<file path="src/rtl/muldiv_pkg.sv">
// Shared encodings and state type for the iterative multiply/divide unit.
package muldiv_pkg;

  localparam int XLEN_DEF  = 32;
  localparam int CNT_W_DEF = 6;

  localparam logic [1:0] MD_MULT  = 2'b00;
  localparam logic [1:0] MD_MULTU = 2'b01;
  localparam logic [1:0] MD_DIV   = 2'b10;
  localparam logic [1:0] MD_DIVU  = 2'b11;

  localparam logic [1:0] ST_IDLE   = 2'd0;
  localparam logic [1:0] ST_CALC   = 2'd1;
  localparam logic [1:0] ST_FINISH = 2'd2;

  typedef enum logic [1:0] {
    IDLE   = ST_IDLE,
    CALC   = ST_CALC,
    FINISH = ST_FINISH
  } md_state_t;

  function automatic logic md_is_div(input logic [1:0] op);
    return op[1];
  endfunction

  function automatic logic md_is_signed(input logic [1:0] op);
    return ~op[0];
  endfunction

endpackage

</file>
<file path="src/rtl/muldiv_core_step.sv">
// One combinational iteration: shift-add multiply or restoring shift-subtract divide
// on unsigned magnitudes; acc holds the running upper half / partial remainder.
module muldiv_core_step
  import muldiv_pkg::*;
#(
  parameter int XLEN = XLEN_DEF
) (
  input  logic            i_is_div,
  input  logic [XLEN-1:0] i_acc,
  input  logic [XLEN-1:0] i_q,
  input  logic [XLEN-1:0] i_b,
  output logic [XLEN-1:0] o_acc,
  output logic [XLEN-1:0] o_q
);

  logic [XLEN:0] w_sum;
  logic [XLEN:0] w_shift;
  logic [XLEN:0] w_diff;

  always_comb begin
    w_sum   = {1'b0, i_acc} + (i_q[0] ? {1'b0, i_b} : {(XLEN+1){1'b0}});
    w_shift = {i_acc, i_q[XLEN-1]};
    w_diff  = w_shift - {1'b0, i_b};
    o_acc   = w_sum[XLEN:1];
    o_q     = {w_sum[0], i_q[XLEN-1:1]};
    if (i_is_div) begin
      // A borrow out of the trial subtract means restore the shifted remainder.
      if (!w_diff[XLEN]) begin
        o_acc = w_diff[XLEN-1:0];
        o_q   = {i_q[XLEN-2:0], 1'b1};
      end else begin
        o_acc = w_shift[XLEN-1:0];
        o_q   = {i_q[XLEN-2:0], 1'b0};
      end
    end
  end

endmodule

</file>
<file path="src/rtl/muldiv_unit.sv">
// Iterative multiply/divide unit with architectural HI/LO; stalls HI/LO reads while busy.
// MULDIV_FAST_MUL_EN: single-cycle multiply (IDLE -> FINISH), divide stays iterative.
module muldiv_unit
  import muldiv_pkg::*;
#(
  parameter int XLEN  = XLEN_DEF,
  parameter int CNT_W = CNT_W_DEF
) (
  input  logic            clk,
  input  logic            rst_n,
  input  logic            start,
  input  logic [1:0]      op,
  input  logic [XLEN-1:0] rs_val,
  input  logic [XLEN-1:0] rt_val,
  input  logic            hi_we,
  input  logic            lo_we,
  input  logic [XLEN-1:0] wr_val,
  input  logic            rd_req,
  output logic            busy,
  output logic            done,
  output logic            stall,
  output logic [XLEN-1:0] hi,
  output logic [XLEN-1:0] lo
);

  md_state_t        r_state;
  logic [1:0]       r_op;
  logic [CNT_W-1:0] r_cnt;
  logic [XLEN-1:0]  r_acc;
  logic [XLEN-1:0]  r_q;
  logic [XLEN-1:0]  r_b;
  logic             r_neg_q;
  logic             r_neg_r;
  logic             r_div0;
  logic [XLEN-1:0]  r_hi;
  logic [XLEN-1:0]  r_lo;
  logic             r_done;

  logic            w_signed;
  logic [XLEN-1:0] w_rs_mag;
  logic [XLEN-1:0] w_rt_mag;
  logic [XLEN-1:0] w_step_acc;
  logic [XLEN-1:0] w_step_q;
  logic [2*XLEN-1:0] w_prod;
  logic [2*XLEN-1:0] w_prod_fix;
  logic [XLEN-1:0] w_quo_fix;
  logic [XLEN-1:0] w_rem_fix;

  assign w_signed = md_is_signed(op);
  assign w_rs_mag = (w_signed && rs_val[XLEN-1]) ? (~rs_val + 1'b1) : rs_val;
  assign w_rt_mag = (w_signed && rt_val[XLEN-1]) ? (~rt_val + 1'b1) : rt_val;

  muldiv_core_step #(.XLEN(XLEN)) u_step (
    .i_is_div (md_is_div(r_op)),
    .i_acc    (r_acc),
    .i_q      (r_q),
    .i_b      (r_b),
    .o_acc    (w_step_acc),
    .o_q      (w_step_q)
  );

  // Overflow case (most-negative / -1) falls out naturally: magnitude quotient negates to itself.
  assign w_prod     = {r_acc, r_q};
  assign w_prod_fix = r_neg_q ? (~w_prod + 1'b1) : w_prod;
  assign w_quo_fix  = r_div0 ? {XLEN{1'b1}} : (r_neg_q ? (~r_q + 1'b1) : r_q);
  assign w_rem_fix  = r_neg_r ? (~r_acc + 1'b1) : r_acc;

`ifdef MULDIV_FAST_MUL_EN
  logic [2*XLEN-1:0] w_fast_prod;
  assign w_fast_prod = {{XLEN{1'b0}}, w_rs_mag} * {{XLEN{1'b0}}, w_rt_mag};
`endif

  always_ff @(posedge clk or negedge rst_n) begin
    if (!rst_n) begin
      r_state <= IDLE;
      r_op    <= MD_MULT;
      r_cnt   <= '0;
      r_acc   <= '0;
      r_q     <= '0;
      r_b     <= '0;
      r_neg_q <= 1'b0;
      r_neg_r <= 1'b0;
      r_div0  <= 1'b0;
      r_done  <= 1'b0;
    end else begin
      r_done <= 1'b0;
      case (r_state)
        IDLE: begin
          if (start) begin
            r_op    <= op;
            r_cnt   <= '0;
            r_acc   <= '0;
            r_q     <= md_is_div(op) ? w_rs_mag : w_rt_mag;
            r_b     <= md_is_div(op) ? w_rt_mag : w_rs_mag;
            r_neg_q <= w_signed & (rs_val[XLEN-1] ^ rt_val[XLEN-1]);
            r_neg_r <= w_signed & rs_val[XLEN-1];
            r_div0  <= md_is_div(op) & (rt_val == '0);
            r_state <= CALC;
`ifdef MULDIV_FAST_MUL_EN
            if (!md_is_div(op)) begin
              r_acc   <= w_fast_prod[2*XLEN-1:XLEN];
              r_q     <= w_fast_prod[XLEN-1:0];
              r_state <= FINISH;
            end
`endif
          end
        end
        CALC: begin
          r_acc <= w_step_acc;
          r_q   <= w_step_q;
          r_cnt <= r_cnt + 1'b1;
          if (r_cnt == CNT_W'(XLEN-1)) r_state <= FINISH;
        end
        FINISH: begin
          r_done  <= 1'b1;
          r_state <= IDLE;
        end
        default: r_state <= IDLE;
      endcase
    end
  end

  // mthi/mtlo only land in IDLE; an op result committed at FINISH wins over any earlier write.
  always_ff @(posedge clk or negedge rst_n) begin
    if (!rst_n) begin
      r_hi <= '0;
      r_lo <= '0;
    end else if (r_state == FINISH) begin
      if (md_is_div(r_op)) begin
        r_hi <= w_rem_fix;
        r_lo <= w_quo_fix;
      end else begin
        r_hi <= w_prod_fix[2*XLEN-1:XLEN];
        r_lo <= w_prod_fix[XLEN-1:0];
      end
    end else if (r_state == IDLE) begin
      if (hi_we) r_hi <= wr_val;
      if (lo_we) r_lo <= wr_val;
    end
  end

  assign busy  = (r_state != IDLE);
  assign done  = r_done;
  assign stall = rd_req & busy;
  assign hi    = r_hi;
  assign lo    = r_lo;

endmodule

</file>
<file path="config.mk">
export PLATFORM = sky130hd
export DESIGN_NAME = muldiv_unit
export DESIGN_NICKNAME = d
export VERILOG_FILES = /design/src/rtl/muldiv_pkg.sv /design/src/rtl/muldiv_core_step.sv /design/src/rtl/muldiv_unit.sv
export SDC_FILE = /design/constraint.sdc
export NUM_CORES = 1
export LEC_CHECK = 0
export CORE_ASPECT_RATIO = 1.2
export CORE_MARGIN = 4
export CORE_UTILIZATION = 45
export DETAILED_ROUTE_END_ITERATION = 10
export PLACE_DENSITY = 0.66
export SLEW_MARGIN = 15
export SYNTH_ARGS = -nofsm -noshare
export SYNTH_HDL_FRONTEND = slang
export SYNTH_HIERARCHICAL = 1
export SYNTH_SLANG_ARGS = --single-unit
</file>
<file path="constraint.sdc">
create_clock -name clk -period 4.5 [get_ports clk]
set_input_delay 0.675 -clock clk [delete_from_list [all_inputs] [get_ports clk]]
set_output_delay 0.675 -clock clk [all_outputs]
set_load 0.01 [all_outputs]
</file>
==> flow_summary_export.csv, run 1 <==
group,metric,value,unit
clocking,clock_tree.htree_level_count,4,
sta,post-route-worst-setup-slack,0.797,ns
layout,antennaDiodeCount,0,
routing,drtIter0Drc,1803,
sta,clock-skew-final,0.0178,ns
global_route,grt_usage,29.9,%
clocking,post-cts-setup-buffers,0,
layout,mostFrequentLayoutCell,"sky130_fd_sc_hd__nand2_1",
routing,detail-route-antenna-nets,0,
routing,post_drt_wl_per_cell,23.0,um
global_route,global_route_wire_length_before_repair,91.7,mm
power,power.leakage,7.72,nW
clocking,cts_root_buffer,"sky130_fd_sc_hd__clkbuf_16",
yosys,synth_area,15900,um^2
routing,viasPerCell,6.26,
place,detailedPlacementHpwl,45.8,mm
power,switching_power_as_a_share_of_total_power,50.3,%
power,power.switching,6.74,mW
worst_setup_path,startpoint_type_of_the_worst_setup_path,"flop",
power,p_int,6.67,mW
yosys,asyncSetResetFlopFracSynth,100,%
sta,final_max_slew_viol_count,0,
job,cap_violations,0,
place,buffer_ports.inserted,170,
clocking,clk_pin_slew_worst_paths,0.08,ns
power,share_seq_of_total_power,24.3,%
yosys,synthesis.instances,2024,
floorplan,die_h,214,um
min_path,hold_class,"input port to async pin",
routing,drc,0,
worst_setup_path,crit_required,4.89,ns
global_route,grt_start_max_net_pins,96,
outcome,status,"complete, no violations",
sta,final_period_minus_worst_setup_slack,3.70,ns
sta,relSlewSlack,26.4,%
power,powerDensity,719,nW/um^2
floorplan,core_region_area,34900,um^2
worst_setup_path,worst-endpoint-arrival,4.10,ns
floorplan,starting_density,45.6,%
floorplan,ios,171,
layout,layout-area-overhead-vs-synth,17.1,%
sta,final-setup-viol-count,0,
place,placed_standard_cell_area,18000,um^2
yosys,flops_latches_synth,173,
layout,drive_above_1_share,7.34,%
clocking,tritoncts,"yes",
sta,clock.fmax,270,MHz
yosys,count_of_flip_flops_with_a_built_in_enable_after_synthesis,0,
worst_setup_path,critical_path.endpoint_type,"flop",
sta,fin_crit_sh,82.3,%
power,power.share.combinational,63.9,%
sta,rsz_0062_raised_after_global_routing,"no",
floorplan,placementRows,75,
clocking,cts-hold-fix-buffers,0,
yosys,syn_area_per_cell,7.87,um^2
yosys,synth_ff_type,"sky130_fd_sc_hd__dfrtp_1",
floorplan,die_w,180,um
place,routabilityCongestion,0.965,
yosys,synthDistinctLibCells,89,
worst_setup_path,critical_path.max_fanout,19,
layout,top_library_cells_by_usage_in_the_layout_fill_and_taps_aside,"240 x sky130_fd_sc_hd__nand2_1, 172 x sky130_fd_sc_hd__dfrtp_1, 168 x sky130_fd_sc_hd__clkdlybuf4s50_1",
routing,detailroute.via_count,16300,
routing,drt_pass1_iterations,6,
layout,layout.nets,2302,
global_route,initial_antenna_violation_count,0,
power,ir_worst_vdd,0.000335,V
floorplan,die-area,38500,um^2
place,pre_cts_ws,0.884,ns
sta,least_margin_pin_slew,1.10,ns
sta,finalSetupTns,0,ns
clocking,cts_resizes,0,
routing,drt_wirelength,59.8,mm
clocking,cts_max_path_buffers,2,
layout,post_route_cell_area,18600,um^2
yosys,synth.net_count,2199,
global_route,global_route.overflow_total,0,
clocking,numCtsBuffers,17,
yosys,synth.yosys.seq_area_share,27.2,%
clocking,clock_sinks,173,
sta,finalHoldViolations,0,
clocking,clock_insertion_delay_worst_skew,0.47,ns
power,share_clk_of_total_power,11.8,%
yosys,yosysWarningCount,6,
global_route,via_count_of_the_first_global_routing_pass,15500,
worst_setup_path,critical_path_class,"flop to flop",
layout,layout.filler_cells,3378,
worst max-delay path: stages, from the launching register on:
cell and delay [ns]:
sky130_fd_sc_hd__dfrtp_1 0.55, sky130_fd_sc_hd__buf_4 0.29, sky130_fd_sc_hd__and2_1 0.16, sky130_fd_sc_hd__ha_1 0.27, sky130_fd_sc_hd__a21oi_1 0.22, sky130_fd_sc_hd__o21ai_0 0.18
sky130_fd_sc_hd__o211ai_2 0.15, sky130_fd_sc_hd__o22ai_2 0.15, sky130_fd_sc_hd__a211o_4 0.39, sky130_fd_sc_hd__a31o_1 0.27, sky130_fd_sc_hd__a311o_1 0.39, sky130_fd_sc_hd__a41o_1 0.26
sky130_fd_sc_hd__a32oi_1 0.18, sky130_fd_sc_hd__nand2_1 0.08, sky130_fd_sc_hd__nand2_1 0.08
cell families after synthesis:
family / count (synthesis) / synth area share, %
XOR/XNOR: 161 / 8.98
adder cells (fa/ha/maj): 71 / 5.67
buffers and inverters: 196 / 4.72
AND/OR/NAND/NOR: 738 / 23.3
multiplexers: 75 / 5.01
flip-flops: 173 / 27.2
AO/OA/AOI/OAI: 610 / 25.2
metrics by stage:
step | hold WS (ns) | total power, mW | cells | util [%]
final | 0.315 | 13.4 | 2602 | 53.4
after global routing | 0.375 | 14.3 | 2602 | 53.4
after CTS | 0.343 | 13.2 | 2602 | 53.4
after detailed placement | 0.466 | 11.6 | 2570 | 51.7
after global placement | 0.461 | 11.5 | 2570 | 51.7
after floorplan | 0.379 | 8.90 | 2024 | -
layout make-up:
| type | count | area (um^2) | area share, % |
|---|---|---|---|
| Clock buffer | 18 | 439 | 2.36 |
| Clock inverter | 14 | 168 | 0.899 |
| Inverter | 70 | 263 | 1.41 |
| Multi-Input combinational cell | 1655 | 10900 | 58.3 |
| Sequential cell | 173 | 4330 | 23.2 |
| Tap cell | 462 | 578 | 3.10 |
| Timing Repair Buffer | 210 | 2000 | 10.7 |
power by group through the flow:
| stage | sequential (mW) | clock, mW | combinational, mW |
|---|---|---|---|
| after global placement | 3.22 | 0 | 8.32 |
| after floorplan | 2.83 | 0 | 6.07 |
| after global routing | 3.33 | 1.65 | 9.36 |
| after detailed placement | 3.25 | 0 | 8.38 |
| after CTS | 3.21 | 1.59 | 8.42 |
| final | 3.26 | 1.58 | 8.56 |
sequential cells by signal, summed over array words and instances, names as in the netlist:
register,cells
r_neg_q,1
r_acc,32
hi,32
r_div0,1
r_op,1
r_cnt,6
r_q,32
r_b,32
done,1
r_neg_r,1
r_state,2
lo,32
cell usage after synthesis, drive strengths merged (9+ instances only):
cell,n,area (um^2)
o31ai,28,215
a22oi,11,82.6
mux2i,38,380
or3,20,125
or4,18,143
ha,69,863
nand2,241,905
o41ai,15,158
xnor2,110,982
a211oi,22,175
a21oi,156,792
a21o,27,203
and3,42,263
o221ai,34,298
nor4,30,264
nor3,54,280
o22ai,29,188
o21ai,148,744
o21a,14,105
xor2,51,447
nor3b,9,67.6
mux2,37,417
nor2b,16,100
inv,70,263
a31oi,34,213
o21bai,9,67.6
nand2b,21,131
clkbuf,104,390
nor2,137,514
nand3,65,325
dfrtp,173,4330
and2,45,282
buf,22,98.9
nand4,12,75.1
final timing paths:
path,from,end,slack (ns),cells past startpoint
max,r_q[0]$_DFFE_PN0P_,r_acc[30]$_DFFE_PN0P_,0.80,14
min,rst_n,hi[31]$_DFFE_PN0P_,0.31,1
max reg2reg,r_q[0]$_DFFE_PN0P_,r_acc[30]$_DFFE_PN0P_,0.80,14
min reg2reg,lo[7]$_DFFE_PN0P_,lo[7]$_DFFE_PN0P_,0.48,1
max in group asynchronous,rst_n,r_cnt[0]$_DFFE_PN0P_,3.19,2
min in group clk,lo[7]$_DFFE_PN0P_,lo[7]$_DFFE_PN0P_,0.48,1
layer usage:
| metal | GRT usage [%] | share of wire (%) | vias up |
|---|---|---|---|
| met3 | 3.87 | 6.1 | 140 |
| met2 | 48.8 | 46 | 725 |
| met5 | 0 | 0 | - |
| li1 | - | - | 7631 |
| met1 | 39.0 | 42 | 7782 |
| met4 | 15.3 | 5.4 | 0 |
No activity file was read; power rests on OpenSTA's default activity.
==> inputs of run 2 (changes only) <==
==> constraint.sdc (replaced) <==
create_clock -name clk -period 3.5 [get_ports clk]
set_input_delay 0.525 -clock clk [delete_from_list [all_inputs] [get_ports clk]]
set_output_delay 0.525 -clock clk [all_outputs]
set_load 0.01 [all_outputs]
==> flow_summary_export.csv, run 2 (same netlist as run 1, synthesis figures left out) <==
group,metric,value,unit
outcome,status,"complete, no violations",
floorplan,placementRows,75,
worst_setup_path,critical_path.max_fanout,5,
floorplan,core_region_area,34900,um^2
sta,fin_crit_sh,95.5,%
layout,layout-area-overhead-vs-synth,21.6,%
floorplan,starting_density,45.6,%
worst_setup_path,crit_required,3.90,ns
global_route,global_route_wire_length_before_repair,95.5,mm
power,switching_power_as_a_share_of_total_power,49.6,%
worst_setup_path,critical_path_class,"flop to flop",
layout,mostFrequentLayoutCell,"sky130_fd_sc_hd__nand2_1",
clocking,cts_max_path_buffers,2,
sta,final_period_minus_worst_setup_slack,3.34,ns
global_route,via_count_of_the_first_global_routing_pass,16000,
power,power.leakage,8.18,nW
floorplan,die_h,214,um
worst_setup_path,cp.buffers_inverters,0,
clocking,tritoncts,"yes",
layout,combined_area_of_the_multi_input_logic_cells,10900,um^2
routing,drt_pass1_iterations,6,
layout,layout.nets,2394,
sta,final_max_slew_viol_count,0,
place,routabilityCongestion,0.969,
worst_setup_path,reg2reg_to,"r_acc[30]$_DFFE_PN0P_",
layout,antennaDiodeCount,0,
clocking,clock_insertion_delay_worst_skew,0.46,ns
routing,detail-route-antenna-nets,0,
worst_setup_path,critPathTopFamily,"compound AO/OA/AOI/OAI gates",
sta,clock.fmax,299,MHz
worst_setup_path,critPathMostFrequentCell,"sky130_fd_sc_hd__nand2_1",
worst_setup_path,critical_path.cell_chain,"and2_1 > ha_1 > o21ai_0 > nor2_1 > o211ai_2 > o22ai_2 > a211o_4 > a31o_1 > a311o_1 > a41o_1 > a32oi_1 > nand2_1 > nand2_1",
sta,finalSetupTns,0,ns
layout,layout.filler_cells,3357,
routing,drtIter0Drc,1753,
clocking,numCtsBuffers,17,
worst_setup_path,critical_path.endpoint_type,"flop",
place,buffer_ports.inserted,170,
worst_setup_path,startpoint_type_of_the_worst_setup_path,"flop",
worst_setup_path,rr_worst_depth,13,
floorplan,die_w,180,um
floorplan,ios,171,
routing,detailroute.via_count,16800,
worst_setup_path,regToRegSetupSlack,0.16,ns
clocking,cts_root_buffer,"sky130_fd_sc_hd__clkbuf_16",
sta,clock-skew-final,0.0129,ns
min_path,hold_class,"input port to async pin",
power,ir_worst_vdd,0.000487,V
place,placed_standard_cell_area,18800,um^2
global_route,grt_usage,31.3,%
power,share_clk_of_total_power,10.7,%
sta,relSlewSlack,21.9,%
layout,top_library_cells_by_usage_in_the_layout_fill_and_taps_aside,"240 x sky130_fd_sc_hd__nand2_1, 171 x sky130_fd_sc_hd__dfrtp_1, 168 x sky130_fd_sc_hd__clkdlybuf4s50_1",
clocking,clock_tree.htree_level_count,4,
worst_setup_path,r2r-start,"r_b[2]$_DFFE_PN0P_",
routing,drc,0,
power,share_seq_of_total_power,20.7,%
clocking,clk_pin_slew_worst_paths,0.08,ns
layout,sequential_cell_area,4330,um^2
place,detailedPlacementHpwl,49.0,mm
power,powerDensity,930,nW/um^2
power,total_power,18.0,mW
sta,final-setup-viol-count,0,
global_route,initial_antenna_violation_count,1,
sta,least_margin_pin_slew,1.17,ns
sta,rsz_0062_raised_after_global_routing,"no",
routing,viasPerCell,6.22,
floorplan,die-area,38500,um^2
sta,finalHoldViolations,0,
worst_setup_path,cp_max_stage_delay,0.46,ns
job,cap_violations,0,
clocking,cts-hold-fix-buffers,0,
power,power.share.combinational,68.6,%
worst_setup_path,worst-endpoint-arrival,3.74,ns
power,power.switching,8.93,mW
routing,drt_wirelength,62.6,mm
routing,post_drt_wl_per_cell,23.2,um
clocking,clock_sinks,173,
power,p_int,9.08,mW
layout,post_route_cell_area,19400,um^2
global_route,grt_start_max_net_pins,83,
layout,drive_above_1_share,11.3,%
worst_setup_path,critPathSlowestCell,"sky130_fd_sc_hd__dfrtp_1",
global_route,global_route.overflow_total,0,
run 2: cell types whose count changed in the layout (fill, tap and decap cells not counted), sizes merged:
| cell | previous run | this run |
|---|---|---|
| clkbuf | 18 | 20 |
| buf | 42 | 134 |
| clkinv | 4 | 2 |
| inv | 78 | 79 |
| bufinv | 1 | 0 |
run 2: worst max-delay path by stage:
| stage | startpoint | endpoint | slack, ns | cells past startpoint |
|---|---|---|---|---|
| final | r_b[2]$_DFFE_PN0P_ | r_acc[30]$_DFFE_PN0P_ | 0.16 | 13 |
| after global routing | r_b[1]$_DFFE_PN0P_ | r_acc[28]$_DFFE_PN0P_ | 0.006 | 13 |
| after CTS | r_q[31]$_DFFE_PN0P_ | r_acc[17]$_DFFE_PN0P_ | 0.09 | 16 |
| after detailed placement | r_q[31]$_DFFE_PN0P_ | r_acc[17]$_DFFE_PN0P_ | -0.01 | 15 |
| after global placement | rs_val[16] | r_b[26]$_DFFE_PN0P_ | 0.02 | 7 |
| after floorplan | r_q[0]$_DFFE_PN0P_ | r_acc[31]$_DFFE_PN0P_ | 0.20 | 15 |
run 2: routing by layer:
metal / track usage (%) / vias to the layer above / part of all wire (%)
met2: 50.3 / 789 / 46
li1: - / 7829 / -
met5: 0 / - / 0
met1: 40.8 / 7965 / 41
met3: 4.07 / 167 / 6.3
met4: 17.9 / 0 / 6.5
run 2: area by class of cell:
cell class | count | area share, %
Sequential cell | 173 | 22.4
Tap cell | 462 | 2.99
Multi-Input combinational cell | 1655 | 56.3
Clock buffer | 20 | 2.26
Clock inverter | 12 | 0.614
Inverter | 70 | 1.36
Timing Repair Buffer | 302 | 14.1
run 2: timing repair:
action | in CTS | in global routing
buffers inserted | 2 | 1
setup endpoints to repair | 1 | 27
endpoints found under the hold margin | 0 | 0
resized for setup | 0 | 8
pin swaps | 1 | 1
run 2: power groups by stage:
stage,combinational [mW],clock (mW),sequential [mW]
2_1_floorplan,7.80,0,3.64
3_3_place_gp,11.9,0,3.72
3_5_place_dp,12.0,0,3.75
4_1_cts,12.1,1.94,3.71
5_1_grt,13.4,2.01,3.81
6_report,12.4,1.92,3.74
run 2: worst reg2reg max path, stage by stage (launching register included):
cell and delay [ns]:
sky130_fd_sc_hd__dfrtp_1 0.46, sky130_fd_sc_hd__and2_1 0.20, sky130_fd_sc_hd__ha_1 0.34, sky130_fd_sc_hd__o21ai_0 0.18, sky130_fd_sc_hd__nor2_1 0.12, sky130_fd_sc_hd__o211ai_2 0.23
sky130_fd_sc_hd__o22ai_2 0.13, sky130_fd_sc_hd__a211o_4 0.39, sky130_fd_sc_hd__a31o_1 0.28, sky130_fd_sc_hd__a311o_1 0.40, sky130_fd_sc_hd__a41o_1 0.27, sky130_fd_sc_hd__a32oi_1 0.17
sky130_fd_sc_hd__nand2_1 0.07, sky130_fd_sc_hd__nand2_1 0.06
run 2: stage by stage:
step           util (%)  cells  hold slack, ns  worst slack, ns
6_report           55.5   2694           0.101            0.156
2_1_floorplan         -   2024           0.229            0.203
4_1_cts            55.4   2693           0.113           0.0882
5_1_grt            55.5   2694           0.157          0.00646
3_3_place_gp       53.7   2659           0.463           0.0195
3_5_place_dp       53.7   2659           0.466          -0.0146
